### src/rtl/branch_resolve_bht.sv
// branch_resolve_bht
//   D-stage conditional-branch resolver with a direct-mapped table of 2-bit
//   saturating counters used for F-stage prediction, plus saturating
//   branch / mispredict statistics.
// Ports
//   clk, reset_n                 clock, async active-low reset
//   f_pc -> f_pred_taken         F-stage lookup (with same-cycle write bypass)
//   d_valid, d_stall, d_is_br,
//   d_opcode, d_rt, d_pc,
//   d_pred_taken, d_rd1, d_rd2   D-stage branch being resolved
//   br_taken, br_link,
//   mispredict                   combinational resolve results
//   clr_stats, stat_br,
//   stat_miss                    statistics
module branch_resolve_bht #(
  parameter int         DATA_W    = 32,
  parameter int         BHT_DEPTH = 64,
  parameter int         IDX_W     = 6,
  parameter logic [1:0] CNT_INIT  = 2'b01
) (
  input  logic              clk,
  input  logic              reset_n,
  input  logic [31:0]       f_pc,
  output logic              f_pred_taken,
  input  logic              d_valid,
  input  logic              d_stall,
  input  logic              d_is_br,
  input  logic [5:0]        d_opcode,
  input  logic [4:0]        d_rt,
  input  logic [31:0]       d_pc,
  input  logic              d_pred_taken,
  input  logic [DATA_W-1:0] d_rd1,
  input  logic [DATA_W-1:0] d_rd2,
  output logic              br_taken,
  output logic              br_link,
  output logic              mispredict,
  input  logic              clr_stats,
  output logic [31:0]       stat_br,
  output logic [31:0]       stat_miss
);
  localparam logic [5:0] OP_REGIMM = 6'b000001;
  localparam logic [5:0] OP_BEQ    = 6'b000100;
  localparam logic [5:0] OP_BNE    = 6'b000101;
  localparam logic [5:0] OP_BLEZ   = 6'b000110;
  localparam logic [5:0] OP_BGTZ   = 6'b000111;

  logic [BHT_DEPTH-1:0][1:0] cnt_q, cnt_d;
  logic [31:0]               stat_br_q, stat_br_d, stat_miss_q, stat_miss_d;
  logic [IDX_W-1:0]          f_idx, d_idx;
  logic [1:0]                cur_cnt, upd_cnt;
  logic                      cond, act, rd1_neg, rd1_zero;

  assign f_idx    = f_pc[IDX_W+1:2];
  assign d_idx    = d_pc[IDX_W+1:2];
  assign rd1_neg  = d_rd1[DATA_W-1];
  assign rd1_zero = (d_rd1 == '0);

  always_comb begin
    cond = 1'b0;
    case (d_opcode)
      OP_BEQ:  cond = (d_rd1 == d_rd2);
      OP_BNE:  cond = (d_rd1 != d_rd2);
      OP_BLEZ: cond = rd1_neg | rd1_zero;
      OP_BGTZ: cond = ~rd1_neg & ~rd1_zero;
      OP_REGIMM: begin
        case (d_rt)
          5'b00000, 5'b10000: cond = rd1_neg;
          5'b00001, 5'b10001: cond = ~rd1_neg;
          default:            cond = 1'b0;
        endcase
      end
      default: cond = 1'b0;
    endcase
  end

  assign act        = d_valid & d_is_br & ~d_stall;
  assign br_taken   = act & cond;
  assign br_link    = act & (d_opcode == OP_REGIMM) & d_rt[4];
  assign mispredict = act & (cond ^ d_pred_taken);

  // saturating step of the entry owned by the resolving branch
  assign cur_cnt = cnt_q[d_idx];
  always_comb begin
    if (cond) upd_cnt = (cur_cnt == 2'b11) ? 2'b11 : cur_cnt + 2'd1;
    else      upd_cnt = (cur_cnt == 2'b00) ? 2'b00 : cur_cnt - 2'd1;
  end

  always_comb begin
    cnt_d = cnt_q;
    if (act) cnt_d[d_idx] = upd_cnt;
  end

  // bypass lets F see this cycle's write; forced to the init value while in
  // reset so a branch still presented on D cannot leak through
  always_comb begin
    if (!reset_n)                  f_pred_taken = CNT_INIT[1];
    else if (act && f_idx == d_idx) f_pred_taken = upd_cnt[1];
    else                           f_pred_taken = cnt_q[f_idx][1];
  end

  always_comb begin
    stat_br_d   = stat_br_q;
    stat_miss_d = stat_miss_q;
    if (clr_stats) begin
      stat_br_d   = '0;
      stat_miss_d = '0;
    end else begin
      if (act && stat_br_q != '1)          stat_br_d   = stat_br_q + 32'd1;
      if (mispredict && stat_miss_q != '1) stat_miss_d = stat_miss_q + 32'd1;
    end
  end

  always_ff @(posedge clk or negedge reset_n) begin
    if (!reset_n) begin
      cnt_q       <= {BHT_DEPTH{CNT_INIT}};
      stat_br_q   <= '0;
      stat_miss_q <= '0;
    end else begin
      cnt_q       <= cnt_d;
      stat_br_q   <= stat_br_d;
      stat_miss_q <= stat_miss_d;
    end
  end

  assign stat_br   = stat_br_q;
  assign stat_miss = stat_miss_q;

  // PC bits outside the index field are intentionally ignored (no tags)
  logic unused_pc_bits;
  assign unused_pc_bits = ^{f_pc[31:IDX_W+2], f_pc[1:0], d_pc[31:IDX_W+2], d_pc[1:0]};
endmodule

### config.mk
export PLATFORM = sky130hd
export DESIGN_NAME = branch_resolve_bht
export DESIGN_NICKNAME = d
export VERILOG_FILES = /design/src/rtl/branch_resolve_bht.sv
export SDC_FILE = /design/constraint.sdc
export NUM_CORES = 1
export LEC_CHECK = 0
export ABC_AREA = 0
export ABC_CLOCK_PERIOD_IN_PS = 3700
export CAP_MARGIN = 20
export CELL_PAD_IN_SITES_DETAIL_PLACEMENT = 0
export CELL_PAD_IN_SITES_GLOBAL_PLACEMENT = 1
export CORE_ASPECT_RATIO = 0.9
export CORE_MARGIN = 10
export CORE_UTILIZATION = 40
export CTS_CLUSTER_SIZE = 28
export DETAILED_ROUTE_END_ITERATION = 10
export HOLD_SLACK_MARGIN = 0.15
export PLACE_DENSITY = 0.8
export SLEW_MARGIN = 10
export SYNTH_ARGS = -nofsm -noshare
export SYNTH_HDL_FRONTEND = slang
export SYNTH_SLANG_ARGS = --single-unit
### constraint.sdc
create_clock -name clk -period 3.7 [get_ports clk]
set_clock_uncertainty 0.15 [all_clocks]
set_input_delay 0.37 -clock clk [delete_from_list [all_inputs] [get_ports clk]]
set_output_delay 0.37 -clock clk [all_outputs]
set_load 0.02 [all_outputs]
==> impl_metrics.env <==
export IMPL_status="complete, no violations"
export IMPL_fin_nets=1468
export IMPL_drc=0
export IMPL_ys_warn_count=0
export IMPL_crit_path_max_incr_delay_ns=0.51
export IMPL_endpoint_kind="output pin"
export IMPL_h_tree_depth=4
export IMPL_p_comb_frac=0.149
export IMPL_critPathArrivalTime_ns=3.02
export IMPL_cpLargestDelayFamily="buffers and inverters"
export IMPL_syn_area_per_cell_um2=9.62
export IMPL_slew_headroom=0.349
export IMPL_sequentialPowerShare=0.480
export IMPL_antenna_found_initial=0
export IMPL_path_clk_slew_ns=0.07
export IMPL_crit_chain="clkdlybuf4s50_1 > buf_12 > mux4_2 > mux2i_1 > o21ai_0 > nor4b_2 > buf_4 > a22oi_2 > nor2_4 > a211oi_1 > buf_4 > clkbuf_2"
export IMPL_io_pins=214
export IMPL_fin_area_um2=13900
export IMPL_setup_violations=0
export IMPL_p_leak_nw=5.61
export IMPL_initial_core_util=0.408
export IMPL_cp_buffers_inverters=5
export IMPL_synth_edf_count=0
export IMPL_diodes=0
export IMPL_synthTopCellsByArea="dfrtp_1 (30%), dfstp_2 (16%), nor2_1 (9.5%), mux4_2 (8.0%), a21oi_1 (6.9%)"
export IMPL_drt_iter0_markers=796
export IMPL_hold_class="in -> async"
export IMPL_drv_cap=0
export IMPL_slowest_stage="mux4_2"
export IMPL_grt_pass1_wl_um=52100
export IMPL_ir_worst_vdd_mv=0.252
export IMPL_area_growth_pct=29.5
export IMPL_vias=9113
export IMPL_ys_flop_type="dfrtp_1"
export IMPL_yosysUniqueCellTypes=61
export IMPL_wl_per_cell_um=19.3
export IMPL_syn_area_um2=10700
export IMPL_hpwlAfterDp_um=23000
export IMPL_place_gp_congestion=0.907
export IMPL_start_kind="primary input"
export IMPL_clock_latency_ns=0.44
export IMPL_grt_pass1_vias=9041
export IMPL_worst_pin_slew_ns=0.977
export IMPL_ant_nets=0
export IMPL_crit_top_cell="buf_4"
export IMPL_required_ns=3.18
export IMPL_synth_common_cells="nor2_1 (271), a21oi_1 (147), dfrtp_1 (128), dfstp_2 (64), xor2_1 (52)"
export IMPL_slew_viol_final=0
export IMPL_fp_dieH_um=175
export IMPL_wirelength_um=32500
export IMPL_cts_made_buffers=17
export IMPL_cts_tree="done"
export IMPL_clkPwrFrac=0.371
export IMPL_worstPathMaxFanout=13
export IMPL_fill_cells=2387
export IMPL_dieArea_um2=33700
export IMPL_synth_most_common_cell="nor2_1"
export IMPL_ys_seq_area_frac=0.456
export IMPL_fin_worst_hold_slack_ns=0.255
export IMPL_swShare=0.277
export IMPL_synth_top_area_frac=0.299
export IMPL_grt_use_total=0.194
export IMPL_drive_above_1_share=0.207
export IMPL_synth_largest_area_cell="dfrtp_1"
export IMPL_placedInstanceArea_um2=13200
export IMPL_via_per_inst=5.42
export IMPL_switchingPower_mw=1.35
export IMPL_grt_max_degree=80
export IMPL_grt_overflow=0
export IMPL_clock_root_buffer="clkbuf_16"
export IMPL_max_clock_freq_mhz=282
export IMPL_die_x_um=192
export IMPL_synth_cells=1113
export IMPL_cts_sinks=192
export IMPL_clock_path_buffers=2
export IMPL_crit_type="in -> out"
export IMPL_p_total_mw=4.87
export IMPL_async_flop_share=1.00
export IMPL_min_period_ns=3.54
export IMPL_rsz0062_at_grt="false"
export IMPL_synth_nets=1261
export IMPL_intPower_mw=3.52
export IMPL_post_cts_buffers=0
export IMPL_portBuffers=161
export IMPL_firstDrtPassIters=5
export IMPL_fin_crit_sh=0.957
export IMPL_num_rows=56
export IMPL_ys_seq_elements=192
export IMPL_hold_viol_final=0
export IMPL_p_per_area_nw_per_um2=351
export IMPL_core_area_um2=26200
[power groups by stage]
stage	logic, mW	clock network (mW)	registers, mW
6_report	0.724	1.81	2.34
3_3_place_gp	0.706	0	2.37
3_5_place_dp	0.717	0	2.38
5_1_grt	0.795	1.94	2.36
4_1_cts	0.726	1.84	2.34
2_1_floorplan	0.391	0	2.35
[final timing paths]
path,cells after the start,slack (ns),to,start
max,12,0.16,f_pred_taken,d_pc[2]
min,2,0.25,stat_miss[26],reset_n
max reg2reg,7,0.56,stat_miss[24],stat_miss[2]
min reg2reg,2,0.35,cnt_q[124],cnt_q[124]
max in group asynchronous,3,1.82,stat_br[22],reset_n
min in group clk,2,0.35,cnt_q[124],cnt_q[124]
[flip-flops by register name, indices dropped and copies added (netlist names)]
name       cells
stat_miss     32
stat_br       32
cnt_q        128
[logic make-up after synthesis]
family                   count (synthesis)  synth area share
AND/OR/NAND/NOR                        486             0.216
AO/OA/AOI/OAI                          209             0.112
flip-flops                             192             0.456
multiplexers                            87             0.129
buffers and inverters                   70            0.0289
XOR/XNOR                                67            0.0548
adder cells (fa/ha/maj)                  2           0.00234
[layout make-up]
class                      instances  area (um^2)  area share
clock buffer                      17          425      0.0307
clock inverter                    15          145      0.0105
inverter                           8         30.0     0.00217
multi-input combinational        851         5550       0.400
sequential                       192         4880       0.352
tap                              348          435      0.0314
timing repair buffer             250         2390       0.172
[placed cells by master, fill, tap and decap left out, drive strengths merged, types with 5 or more instances in the layout]
master and n:
nor2 271, clkdlybuf4s50 153, a21oi 147, dfrtp 128, buf 91, dfstp 64
xor2 52, mux4 38, nand2 33, nor4 33, nand3 31, mux2 31
nand4 24, nor2b 22, clkbuf 19, mux2i 18, inv 17, xnor2 15
nor3 13, and3 12, or3 10, or4 10, o21ai 9, a22oi 9
and4 8, o31ai 8, a221oi 6, o211ai 6, o22ai 5, clkinv 5
[per-layer routing]
metal,vias to the layer above,global-route usage,wire [um]
met4,0,0.0433,435
met5,-,0,0
li1,4423,-,-
met1,4402,0.271,14900
met2,259,0.306,15200
met3,29,0.0318,2000
[timing repair]
| action | CTS | global route |
|---|---|---|
| hold endpoints to repair | 36 | 0 |
| setup endpoints to repair | 2 | 14 |
| hold buffers | 1 | 0 |
| cloned | 1 | 0 |
| pin swaps | 0 | 2 |
| gates resized for setup | 7 | 7 |
[metrics by stage]
stage          cells  setup TNS [ns]  worst slack [ns]  utilization
6_report        1681               0             0.158        0.529
5_1_grt         1681               0           0.00432        0.529
4_1_cts         1680               0           0.00522        0.528
3_5_place_dp    1646           -7.41            -0.351        0.504
3_3_place_gp    1646           -6.00            -0.326        0.504
2_1_floorplan   1113               0             0.373            -
Power figures use the tool's default switching activity.
